`config.mk`:
```
export PLATFORM = sky130hd
export DESIGN_NAME = regfiletmp_ctrl
export DESIGN_NICKNAME = d
export VERILOG_FILES = /design/src/rtl/regfiletmp_ctrl.sv
export SDC_FILE = /design/constraint.sdc
export NUM_CORES = 1
export LEC_CHECK = 0
export BUFFER_PORTS_ARGS = -buffer_cell sky130_fd_sc_hd__buf_2
export CORE_ASPECT_RATIO = 0.75
export CORE_MARGIN = 5
export CORE_UTILIZATION = 55
export DETAILED_ROUTE_END_ITERATION = 16
export GPL_TIMING_DRIVEN = 1
export PLACE_DENSITY = 0.86
export SLEW_MARGIN = 20
export SYNTH_ARGS = -nofsm -noshare
export SYNTH_HDL_FRONTEND = slang
export SYNTH_SLANG_ARGS = --single-unit
```
`constraint.sdc`:
```
create_clock -name clock -period 5.8 [get_ports clock]
set_clock_uncertainty 0.1 [all_clocks]
set_input_delay 0 -clock clock [delete_from_list [all_inputs] [get_ports clock]]
set_output_delay 0 -clock clock [all_outputs]
set_load 0.01 [all_outputs]
```
`src/rtl/regfiletmp_ctrl.sv`:
```
// regfiletmp_ctrl
// In-order allocation / commit sequencer for the 32-entry speculative
// temporary register file. The file is run as a circular buffer: dispatch
// takes the tail tag, CDB completions become read-modify-write updates of
// the addressed entry, and completed entries retire from the head in order.
//
// Ports
//   clock, reset        rising-edge clock, asynchronous active-low reset
//   flush               discard every live entry (highest priority)
//   disp_*              dispatch request/payload, disp_ready/disp_tag back
//   cdb_*               completion broadcast (tag + result bit)
//   New_entry, Update_entry, Waddr, Data_In
//                       the file's single write port (registered strobes)
//   Rd_Addr1/Data_out1  head read port used for commit
//   Rd_Addr2/Data_out2  CDB read port used for the update read
//   commit_*            one-cycle retire pulse and retired fields
//   count, full, empty  occupancy
// Entry layout: rd[41:37] pc[36:5] type[4:3] spec_data[2] spec_valid[1] valid[0]
module regfiletmp_ctrl #(
  parameter int DEPTH = 32,
  parameter int AW    = 5
) (
  input  logic          clock,
  input  logic          reset,
  input  logic          flush,
  input  logic          disp_req,
  input  logic [4:0]    disp_rd,
  input  logic [31:0]   disp_pc,
  input  logic [1:0]    disp_type,
  output logic          disp_ready,
  output logic [AW-1:0] disp_tag,
  input  logic          cdb_valid,
  input  logic [AW-1:0] cdb_tag,
  input  logic          cdb_spec_data,
  output logic          New_entry,
  output logic          Update_entry,
  output logic [AW-1:0] Waddr,
  output logic [41:0]   Data_In,
  output logic [AW-1:0] Rd_Addr1,
  input  logic [41:0]   Data_out1,
  output logic [AW-1:0] Rd_Addr2,
  input  logic [41:0]   Data_out2,
  output logic          commit_valid,
  output logic [4:0]    commit_rd,
  output logic [31:0]   commit_pc,
  output logic          commit_data,
  output logic [AW:0]   count,
  output logic          full,
  output logic          empty
);

  localparam logic [AW:0] FULL_COUNT = (AW+1)'(DEPTH);

  logic [AW-1:0]    head_reg, tail_reg;
  logic [AW:0]      count_reg, count_next;
  logic [DEPTH-1:0] busy_reg, busy_next;
  logic [DEPTH-1:0] done_reg, done_next;
  logic [DEPTH-1:0] spec_reg, spec_next;
  logic [DEPTH-1:0] alloc_hit, retire_hit, cdb_hit;

  logic        disp_accept;
  logic        cdb_accept;
  logic        commit_fire;
  logic [38:0] upd_base;

  // Status bits of the file entries are never consumed here; the busy/done
  // vectors are the authoritative liveness state.
  logic unused_status;
  assign unused_status = ^{Data_out1[2:0], Data_out2[2:0]};

  assign full  = (count_reg == FULL_COUNT);
  assign empty = (count_reg == '0);
  assign count = count_reg;

  assign Rd_Addr1 = head_reg;
  assign Rd_Addr2 = cdb_tag;
  assign disp_tag = tail_reg;

  // The CDB owns the write port whenever it is asserting, so dispatch backs off.
  assign disp_ready  = !full && !cdb_valid && !flush;
  assign disp_accept = disp_req && disp_ready;
  assign cdb_accept  = cdb_valid && busy_reg[cdb_tag] && !done_reg[cdb_tag] && !flush;
  // done[head] is the registered flag, so a CDB to the head this cycle can
  // only retire it next cycle.
  assign commit_fire = !empty && done_reg[head_reg] && !flush;

  // A CDB one cycle after dispatch reads the entry while its New_entry write
  // is still on the port; take the upper fields from the pending write then.
  always_comb begin
    upd_base = Data_out2[41:3];
    if (New_entry && (Waddr == cdb_tag)) begin
      upd_base = Data_In[41:3];
    end
  end

  generate
    for (genvar gi = 0; gi < DEPTH; gi++) begin : g_entry
      assign alloc_hit[gi]  = disp_accept && (tail_reg == AW'(gi));
      assign retire_hit[gi] = commit_fire && (head_reg == AW'(gi));
      assign cdb_hit[gi]    = cdb_accept  && (cdb_tag  == AW'(gi));
      assign spec_next[gi]  = cdb_hit[gi] ? cdb_spec_data : spec_reg[gi];
    end
  endgenerate

  // Allocation, completion and retirement never target the same entry in one
  // cycle (tail==head only when empty or full), so simple set/clear suffices.
  always_comb begin
    busy_next = (busy_reg | alloc_hit) & ~retire_hit;
    done_next = (done_reg | cdb_hit) & ~alloc_hit & ~retire_hit;
    if (flush) begin
      busy_next = '0;
      done_next = '0;
    end
  end

  always_comb begin
    count_next = count_reg;
    if (flush) begin
      count_next = '0;
    end else if (disp_accept && !commit_fire) begin
      count_next = count_reg + 1'b1;
    end else if (commit_fire && !disp_accept) begin
      count_next = count_reg - 1'b1;
    end
  end

  always_ff @(posedge clock or negedge reset) begin
    if (!reset) begin
      head_reg     <= '0;
      tail_reg     <= '0;
      count_reg    <= '0;
      busy_reg     <= '0;
      done_reg     <= '0;
      spec_reg     <= '0;
      New_entry    <= 1'b0;
      Update_entry <= 1'b0;
      commit_valid <= 1'b0;
      Waddr        <= '0;
      Data_In      <= '0;
      commit_rd    <= '0;
      commit_pc    <= '0;
      commit_data  <= 1'b0;
    end else begin
      count_reg <= count_next;
      busy_reg  <= busy_next;
      done_reg  <= done_next;
      spec_reg  <= spec_next;

      if (flush) begin
        head_reg <= '0;
        tail_reg <= '0;
      end else begin
        if (commit_fire) head_reg <= head_reg + 1'b1;
        if (disp_accept) tail_reg <= tail_reg + 1'b1;
      end

      // Accept terms already exclude flush, so strobes drop after a flush.
      New_entry    <= disp_accept;
      Update_entry <= cdb_accept;
      commit_valid <= commit_fire;

      if (cdb_accept) begin
        Waddr   <= cdb_tag;
        Data_In <= {upd_base, cdb_spec_data, 1'b1, 1'b1};
      end else if (disp_accept) begin
        Waddr   <= tail_reg;
        Data_In <= {disp_rd, disp_pc, disp_type, 1'b0, 1'b0, 1'b1};
      end

      if (commit_fire) begin
        commit_rd   <= Data_out1[41:37];
        commit_pc   <= Data_out1[36:5];
        commit_data <= spec_reg[head_reg];
      end
    end
  end

endmodule

```
; Word-level counts from Yosys, hierarchy flattened
; Index checks and enable logic that the tools add are counted.
[op_classes]
div = 0
n_mul = 0
addsub = 4
shifts = 0
n_bitwise = 7
order_cmp = 2
n_reduce_logical = 123
eq_ne = 96
muxes = 22
[op_table]
columns = cell, count
row1 = $eq 5x5->1 const B, 48
row2 = $eq 5x4->1 const B, 24
row3 = $logic_and 1x1->1, 107
row4 = $and 32x32->32, 3
row5 = $mux 42, 2
row6 = $mux 32, 2
row7 = $not 32->32, 2
row8 = $or 32x32->32, 2
row9 = $eq 5x3->1 const B, 12
row10 = $mux 39, 1
row11 = $eq 5x2->1 const B, 6
row12 = $mux 5, 6
row13 = $bmux 1 s5, 4
row14 = $mux 6, 3
row15 = $eq 5x1->1 const B, 3
row16 = $logic_not 5->1, 3
row17 = $lt 5x6->1 const B, 2
row18 = $add 5x1->5 const B, 2
row19 = $logic_not 1->1, 7
row20 = $add 6x1->6 const B, 1
row21 = $eq 6x6->1 const B, 1
row22 = $logic_not 6->1, 1
row23 = $reduce_bool 2->1, 3
row24 = $sub 6x1->6 const B, 1
row25 = other kinds (5), 8
[totals]
mem_count = 0
latch_bits = 0
output_inout_bits = 112
mem_bits_ro = 0
word_cells = 300
in_bits = 134
register_bits = 200
ramBits = 0

; Longest topological paths before layout
; Gate-level depths: netlist of the first run.
[logic_depth]
ltp_word = 10
mapped_depth = 16
mapped_depth_nobuf = 13

; Worst setup path before layout of the first run
; No wires, ideal clock.
[synth_path]
path_kind = register to register
from = reg head_reg[0] (netlist: Rd_Addr1[0])
to = reg count_reg[5] (netlist: count[5])
n_path_buf = 2
path_slack_ps = 1850
setup_ps = 116
required_time_ps = 5584
period_less_slack_ps = 3950
arrival_time_ps = 3734
stages_incl_launch_ff = 16
path_cell_list = dfrtp_1 > buf_2 > mux4_2 > mux2_2 > a22oi_1 > a21oi_2 > buf_2 > nand2b_1 > ha_1 > a21o_1 > a21oi_1 > o21bai_1 > a21oi_1 > nand3_1 > a21boi_0 > o311ai_0
[synth_via]
elab_chain_cells = 8
[synth_rtl]
columns = item, line_no
row1 = start: declaration, 54  ; logic [AW-1:0] head_reg, tail_reg;
row2 = start signal: assignment, 153  ; if (commit_fire) head_reg <= head_reg + 1'b1;
row3 = $bmux 1 s5 (*), 85  ; assign commit_fire = !empty && done_reg[head_reg] && !flush;
row4 = $mux 1 (not written as such) (*), 85
row5 = $logic_and 1x1->1 (*) (2 in a row), 85
row6 = $logic_not 1->1, 120  ; end else if (disp_accept && !commit_fire) begin
row7 = $logic_and 1x1->1, 120
row8 = $mux 6, 120
row9 = $mux 6, 118  ; if (flush) begin
row10 = end signal: assignment, 144  ; count_reg <= count_next;
row11 = end: declaration, 55  ; logic [AW:0] count_reg, count_next;
; Every way passes the cells marked *; elsewhere a longest branch is shown, timed or not. The select of a mux whose other input is x is not followed.
; A chain may end at the register's enable or synchronous reset.

; Final worst setup path of the first run
; Ends and elaborated chain as after synthesis.

==> run summary, run 1 <==
Outcome: finished, final reports clean
CTS tree: yes
Crit path launch: Rd_Addr1[0]
Crit Path Max Fanout: 14
Fin. Hold Viols: 0
Drt first-iter violations: 1346
Syn Nets: 1073
Top cell type's share of synthesized area: 50.6%
Clk sinks: 200
Die Ht: 126 um
R2r setup slk: 1240 ps
CP startpoint kind: flip-flop
Tot Pwr: 4.54 mW
F_max: 219 MHz
Post-DRT Antenna Nets: 0
Core Region: 17700 um2
Final std cell area, no fill: 13000 um2
First-pass GRT wire length: 52000 um
Vias: 9402
Die ar.: 20800 um2
Most frequent cell after synthesis: dfrtp_1
Ports: 246
Ys async rst share: 100%
DP Area: 11100 um2
Worst VDD drop: 0.000274 V
PnR worst setup slack: 1240 ps
Top cells by area, synth: dfrtp_1 (51%), mux2_2 (7.6%), nor2_1 (6.1%), mux4_2 (5.9%), nand2_1 (2.6%)
DP Worst Slack: 1390 ps
Layout cells sized above 1: 30.8%
Library cells used by synthesis: 60
Worst setup EP type: flip-flop
FF-to-FF Start: Rd_Addr1[0]
Relative slew margins: 23.1%
Synth Register Bits: 200
Placer Congestion: 0.953
Mean Syn Cell Area: 10.7 um2
PD cells: 351 nW/um2
Starting Density: 56.0%
Skew-Pair Late Insertion Delay: 460 ps
DR pass1 iterations: 6
Yosys top cell by area: dfrtp_1
Postcts setup bufs: 0
Critical Path End: count[5]
Final WL: 33600 um
Total CTS buffers: 17
Initial antenna violation count: 3
Most used DFF post-synth: dfrtp_1
Worst-Margin Slew: 1150 ps
All-Layer GR Usage: 32.3%
Clk pin slew, worst setup/hold paths: 80 ps
Cells after synthesis: 922
Leak: 6.17 nW
Max FFs per register: 42
Clk buf depth: 2
Via density: 6.28
Hpwl dp: 19400 um
Fillers: 1109
Number of global-route vias before repair: 9680
Final setup vio count: 0
Setup TNS: 0 ps
DR DRC count: 0
Critical Path AT: 4800 ps
Post-synth EDFFs: 0
R2r worst-path depth: 14
IO Port Bufs: 237
Hold/Removal Path Class: input pin to flip-flop
RSZ-0062 raised after global routing: false
Grt total ovfl: 0
Tmin final: 4560 ps
Synth-to-layout area growth: 30.9%
Biggest register: Data_In
CTS H-tree lvls: 4
Top post-synthesis cells by count: dfrtp_1 (200), nor2_1 (161), nand2_1 (69), mux2_2 (67)
R2R Path End: count[5]
Wire per inst: 22.4 um
Critical path type: flip-flop to flip-flop
CP required: 6040 ps
Total Nets Final: 1390
Die width: 165 um
Max Cap Viol: 0
Sequential area share after synthesis: 50.6%
Largest net degree at the start of global routing: 129
Synth Cell Area: 9890 um2
FP Rows: 42
Period utilisation layout: 78.7%
Min-delay src: cdb_spec_data
Synth warnings: 0
Slew Viols, Final: 0
Root buf cell: clkbuf_16
==> cell usage in the layout (no fill, tap or decap), types with 11 or more instances in the layout <==
cell type / count
mux2i_1: 18
o22ai_1: 40
nor2_1: 161
and3_1: 11
dlygate4sd3_1: 120
nor3_1: 40
nand2_1: 69
ha_1: 16
mux2_2: 67
a21oi_1: 36
clkbuf_16: 17
dfrtp_1: 200
nor4_1: 13
buf_2: 236
mux4_2: 26
inv_1: 24
==> cells by family after synthesis <==
family                     Yosys count  share of synthesized area [%]
and+or+nand+nor                    339                           15.3
DFF                                200                           50.6
AOI/OAI and AO/OA                  141                           9.60
muxes                              118                           16.5
buffers and inverters               94                           4.64
adders and majority gates           17                           2.23
xor gates and xnor gates            13                           1.15
==> layout make-up <==
type | count | area [um2] | share of cell area, %
Tap cell | 242 | 303 | 2.34
Multi-Input combinational cell | 628 | 4440 | 34.3
Clock buffer | 17 | 425 | 3.28
Antenna cell | 3 | 7.51 | 0.0580
Timing Repair Buffer | 367 | 2470 | 19.1
Sequential cell | 200 | 5000 | 38.6
Clock inverter | 15 | 204 | 1.57
Inverter | 25 | 93.8 | 0.724
==> metrics by stage <==
stage | util [%] | hold WS [ps] | cells
floorplan | - | -396 | 922
global placement | 62.9 | 116 | 1342
detailed placement | 62.9 | 125 | 1342
CTS | 73.3 | 25.8 | 1494
global route | 73.4 | 53.7 | 1497
finish | 73.4 | 35.1 | 1497
==> worst min path at each step <==
stage                    end  depth (start not counted)  slack [ps]
2_1_floorplan     Data_In[0]                          0        -400
3_3_place_gp   commit_pc[16]                          2         120
3_5_place_dp    commit_pc[3]                          2         120
4_1_cts           Data_In[2]                          3          30
5_1_grt           Data_In[2]                          3          50
6_report          Data_In[2]                          3          40
==> critical path, stage by stage, from the launching register on <==
cell and delay, ps:
dfrtp_1 760, buf_4 350, mux4_2 520, o22ai_1 230, a221o_1 350, a21oi_2 100
nand2b_1 280, ha_1 350, a21o_1 170, a21oi_1 220, o21bai_1 110, a21oi_1 290
nand3_1 150, a21boi_0 170, o311ai_0 300
==> power by group <==
part	internal (mW)	total [mW]	switching, mW
logic	0.630	1.44	0.810
clock network	0.628	1.26	0.628
registers	1.65	1.85	0.201
==> metal layers <==
layer / vias up / GRT usage [%] / routed length [um]
li1: 3916 / - / -
met5: - / 0 / 0
met2: 750 / 51.0 / 15900
met1: 4540 / 40.7 / 12000
met4: 0 / 16.8 / 1940
met3: 196 / 9.44 / 3830
==> timing repair <==
item                                   in CTS  in global routing
gates resized for setup                     0                  0
hold buffers                              120                  0
endpoints found under the hold margin     206                  0
Power figures use the tool's default switching activity.
==> run 2: changes to the inputs <==
- CORE_UTILIZATION: 55 -> 54
- PLACE_DENSITY: 0.86 -> 0.85
- clock period: 5.8 -> 4.25 ns (I/O delays scaled with it)
==> run summary, run 2 (synthesis results as in run 1) <==
Outcome: finished, final reports clean
DR DRC count: 0 (unchanged)
Total CTS buffers: 17 (unchanged)
Tmin final: 4070 ps (-489 ps)
Slew Viols, Final: 0 (unchanged)
Skew-Pair Late Insertion Delay: 450 ps (about the same)
Die width: 166 um (+0.87%)
Final core occ: 73.5% (+0.19 points)
Setup TNS: 0 ps (unchanged)
CTS tree: yes
Starting Density: 55.5% (-0.50 points)
Drt first-iter violations: 1258 (-6.5%)
Fin. Hold Viols: 0 (unchanged)
First-pass GRT wire length: 53700 um (+3.2%)
Max FFs per register: 42 (unchanged)
Final setup vio count: 0 (unchanged)
Die Ht: 127 um (+0.85%)
Relative slew margins: 27.4% (+4.2 points)
Crit path top cell by count: a21oi_2
PnR worst setup slack: 177 ps (-1060 ps)
Worst VDD drop: 0.000456 V (+66%)
Ordered list of cells on the worst path: buf_8 > mux4_2 > mux2i_1 > a221o_1 > a21oi_2 > nand2b_1 > ha_1 > a21o_1 > a21oi_1 > o21bai_1 > a21oi_2 > nand3_1 > a21boi_0 > o311ai_2
Crit path buf inv count: 1 (unchanged)
CTS H-tree lvls: 4 (unchanged)
Crit path launch: Rd_Addr1[0]
R2r worst-path depth: 14 (unchanged)
Layout cells sized above 1: 31.6% (+0.90 points)
RSZ-0062 raised after global routing: false
F_max: 246 MHz (+12%)
DP Area: 11200 um2 (+0.97%)
Max Cap Viol: 0 (unchanged)
Hpwl dp: 20200 um (+4.0%)
Worst-Margin Slew: 1080 ps (-69.1 ps)
R2r setup slk: 180 ps (-1060 ps)
Via density: 6.25 (-0.50%)
Clk pin slew, worst setup/hold paths: 90 ps (about the same)
Number of global-route vias before repair: 9919 (+2.5%)
Postcts setup bufs: 0 (unchanged)
CP required: 4470 ps (-1570 ps)
Placer Congestion: 1.01 (+5.8%)
DP Worst Slack: 334 ps (-1060 ps)
Critical Path End: count[5]
Synth-to-layout area growth: 32.4%
Die ar.: 21200 um2 (+1.7%)
Period utilisation layout: 95.8% (+17 points)
Grt met2 use: 51.2% (+0.27 points)
Initial antenna violation count: 1 (-2)
Worst setup EP type: flip-flop
Most Crowded Layer GR: met2
IO Port Bufs: 237 (unchanged)
Most common cell after layout, fill and taps aside: buf_2
FF-to-FF Start: Rd_Addr1[0]
Final std cell area, no fill: 13100 um2 (+1.2%)
Post-DRT Antenna Nets: 0 (unchanged)
Leak: 6.25 nW (+1.3%)
Wire per inst: 22.6 um (+0.74%)
Total Nets Final: 1405 (+1.1%)
Vias: 9436 (+0.36%)
All-Layer GR Usage: 32.0% (-0.32 points)
Most frequent cells in the layout: buf_2 (236), dfrtp_1 (200), nor2_1 (161)
Largest net degree at the start of global routing: 90 (-30%)
Critical Path Slowest Stage Cell: mux4_2
Critical Path AT: 4290 ps (-510 ps)
FP Rows: 42 (unchanged)
Root buf cell: clkbuf_16
Delay of the slowest critical-path stage: 530 ps (-230 ps)
Clk sinks: 200 (unchanged)
Biggest register: Data_In
Delay-heaviest family, CP: compound AO/OA/AOI/OAI gates
R2R Path End: count[5]
Critical path depth: 14 (unchanged)
Critical path type: flip-flop to flip-flop
Final WL: 34100 um (+1.6%)
CP startpoint kind: flip-flop
Crit Path Max Fanout: 17 (+3)
Core Region: 17800 um2 (+0.89%)
DR pass1 iterations: 8 (+2)
Ports: 246 (unchanged)
Grt total ovfl: 0 (unchanged)
Clk buf depth: 2 (unchanged)
Hold/Removal Path Class: input pin to async pin
Tot Pwr: 6.30 mW (+39%)
Routing usage on met1: 38.6% (-2.1 points)
PD cells: 481 nW/um2 (+37%)
GR Util met3: 11.9% (+2.4 points)
==> run 2: per-stage QoR <==
stage                     hold WS (ps)  std cells
final                             67.8       1510
after global routing               159       1510
after global placement            6.41       1354
after CTS                          107       1509
after detailed placement          15.0       1354
after floorplan                   -396        922
==> run 2: worst min-delay path by stage <==
stage / slack [ps] / start / cells past startpoint / to
floorplan: -400 / reset / 0 / Data_In[0]
global route: 160 / reset / 2 / Data_In[41]
global placement: 6 / reset / 1 / Data_In[18]
finish: 70 / reset / 2 / Data_In[18]
CTS: 110 / reset / 2 / Data_In[18]
detailed placement: 10 / reset / 1 / Data_In[18]
==> run 2: cell type report <==
| class | instances | area (um2) |
|---|---|---|
| Multi-Input combinational cell | 628 | 4460 |
| Clock inverter | 15 | 199 |
| Timing Repair Buffer | 382 | 2610 |
| Sequential cell | 200 | 5000 |
| Inverter | 25 | 93.8 |
| Tap cell | 242 | 303 |
| Fill cell | 1112 | 4710 |
| Clock buffer | 17 | 425 |
| Antenna cell | 1 | 2.50 |
==> run 2: report_power, final <==
part	leakage, nW	total [mW]	switching [mW]	internal (mW)
Sequential	2.61	2.49	0.242	2.25
Clock	0.298	1.72	0.862	0.857
Combinational	3.34	2.09	1.17	0.918
==> run 2: what timing repair did <==
action                                 in CTS  in global routing
gates resized for setup                     0                  6
endpoints found under the hold margin     172                  0
hold buffers                              123                  0
setup endpoints to repair                   0                  1
==> run 2: layer usage <==
metal,share of wire (%),vias up
met5,0,-
met4,5.9,0
met3,12,223
met2,46,737
met1,36,4543
li1,-,3933
==> run 3: changes to the inputs <==
- clock period: 4.25 -> 3.8 ns (I/O delays scaled with it)
==> run summary, run 3 (synthesis results as in run 1) <==
Largest net degree at the start of global routing: 104 (+16%)
CP startpoint kind: flip-flop
Critical path type: flip-flop to flip-flop
R2r setup slk: 170 ps (about the same)
Critical Path End: Data_In[27]
Crit path launch: busy_reg[22]
Fillers: 1052 (-5.4%)
Crit Path Max Fanout: 39 (+22)
FF-to-FF Start: busy_reg[22]
Grt total ovfl: 0 (unchanged)
Die width: 166 um (unchanged)
Synth-to-layout area growth: 33.2%
All-Layer GR Usage: 32.3% (+0.25 points)
Setup TNS: 0 ps (unchanged)
Placer Congestion: 0.933 (-7.4%)
Via density: 6.22 (-0.46%)
Root buf cell: clkbuf_16
Worst setup EP type: flip-flop
Critical Path AT: 3890 ps (-400 ps)
Die Ht: 127 um (unchanged)
Slew Viols, Final: 0 (unchanged)
Wire per inst: 22.7 um (+0.34%)
Ports: 246 (unchanged)
CTS tree: yes
CP required: 4060 ps (-410 ps)
Most common cell after layout, fill and taps aside: buf_2
F_max: 275 MHz (+12%)
Outcome: finished, final reports clean
Vias: 9461 (+0.26%)
Max Cap Viol: 0 (unchanged)
Inst Count DP: 1360 (+0.44%)
Total Nets Final: 1417 (+0.85%)
Period utilisation layout: 95.6% (-0.24 points)
Clk pin slew, worst setup/hold paths: 90 ps (about the same)
Area of the multi-input gates: 4470 um2 (about the same)
R2R Path End: Data_In[27]
Post-DRT Antenna Nets: 0 (unchanged)
Leak: 6.31 nW (+0.93%)
Total CTS buffers: 17 (unchanged)
Hold/Removal Path Class: input pin to flip-flop
Clk buf depth: 2 (unchanged)
IO Port Bufs: 237 (unchanged)
Biggest register: Data_In
Relative slew margins: 27.7% (+0.33 points)
Drt first-iter violations: 1455 (+16%)
Register Area: 5010 um2 (about the same)
Starting Density: 55.5% (unchanged)
Max FFs per register: 42 (unchanged)
Fin. Hold Viols: 0 (unchanged)
Number of global-route vias before repair: 9759 (-1.6%)
Core Region: 17800 um2 (unchanged)
Cell Count, Final, Fillers Out: 1521 (+0.73%)
Tmin final: 3630 ps (-441 ps)
RSZ-0062 raised after global routing: false
Final setup vio count: 0 (unchanged)
Worst-Margin Slew: 1080 ps (-4.89 ps)
Hold depth: 5
CTS H-tree lvls: 4 (unchanged)
Skew-Pair Late Insertion Delay: 460 ps (about the same)
# diodes: 0 (-1)
Hold Slack: 46.6 ps (-21.2 ps)
R2r worst-path depth: 11 (-3)
FP Rows: 42 (unchanged)
PnR worst setup slack: 168 ps (-9.44 ps)
Initial antenna violation count: 0 (-1)
Die ar.: 21200 um2 (unchanged)
DP Worst Slack: -175 ps (-509 ps)
DR pass1 iterations: 7 (-1)
Final WL: 34500 um (+1.1%)
Layout cells sized above 1: 32.5% (+0.88 points)
Most frequent cells in the layout: buf_2 (236), dfrtp_1 (198), nor2_1 (161)
Worst VDD drop: 0.000443 V (-2.9%)
Clk sinks: 200 (unchanged)
PD cells: 545 nW/um2 (+13%)
DR DRC count: 0 (unchanged)
First-pass GRT wire length: 54200 um (+0.91%)
Hpwl dp: 20600 um (+2.1%)
-- run 3: changes by cell type in the layout (fill, tap and decap cells not counted), moves of 2 or more --
cell | previous run | this run
buf_4 | 20 | 33
clkinv_8 | 5 | 3
dfrtp_1 | 200 | 198
dfrtp_2 | 0 | 2
inv_12 | 1 | 3
inv_8 | 1 | 3
-- run 3: how the worst min path moves through the flow --
stage | slack [ps] | start | end
after floorplan | -400 | reset | Data_In[0]
after global placement | 40 | reset | Data_In[23]
after detailed placement | 40 | reset | Data_In[14]
after CTS | 30 | cdb_valid | New_entry
after global routing | 60 | cdb_valid | New_entry
final | 50 | cdb_valid | New_entry
-- run 3: report_power, final --
group | switching [mW] | internal, mW
clock network | 0.994 | 0.907
registers | 0.276 | 2.52
logic | 1.38 | 1.11
-- run 3: what timing repair did --
| item | CTS | global route |
|---|---|---|
| buffers inserted | 1 | 6 |
| hold endpoints to repair | 181 | 0 |
| pin swaps | 1 | 5 |
| resized for setup | 3 | 6 |
| hold buffers | 122 | 0 |
| setup endpoints to repair | 1 | 1 |
-- run 3: final cells by class --
type	count	share of cell area [%]
clock inverter	15	1.40
sequential	200	38.0
inverter	25	0.712
clock buffer	17	3.23
timing repair buffer	394	20.5
tap	242	2.30
multi-input combinational	628	33.9
-- run 3: worst max-delay path, cell delays in order (launching register included) --
cell	delay, ps
dfrtp_1	380
mux4_2	470
nor2_1	100
and4b_1	250
o41ai_4	520
inv_2	80
buf_4	190
nand2_2	60
buf_4	370
o22ai_1	170
dlygate4sd3_1	630
nor2_1	200
-- run 3: per-layer routing --
layer / up-vias / track usage [%] / part of all wire (%)
met5: - / 0 / 0
met4: 0 / 12.4 / 4.7
met3: 186 / 9.73 / 12
met2: 746 / 52.8 / 47
met1: 4559 / 41.2 / 36
li1: 3970 / - / -
-- run 3: through the flow --
step	util, %	total power, mW	instance area (um2)
final	74.0	7.18	13200
after global routing	74.0	7.48	13200
after CTS	73.6	6.93	13100
after detailed placement	63.2	4.92	11300
after global placement	63.2	4.81	11300
after floorplan	-	4.00	9900
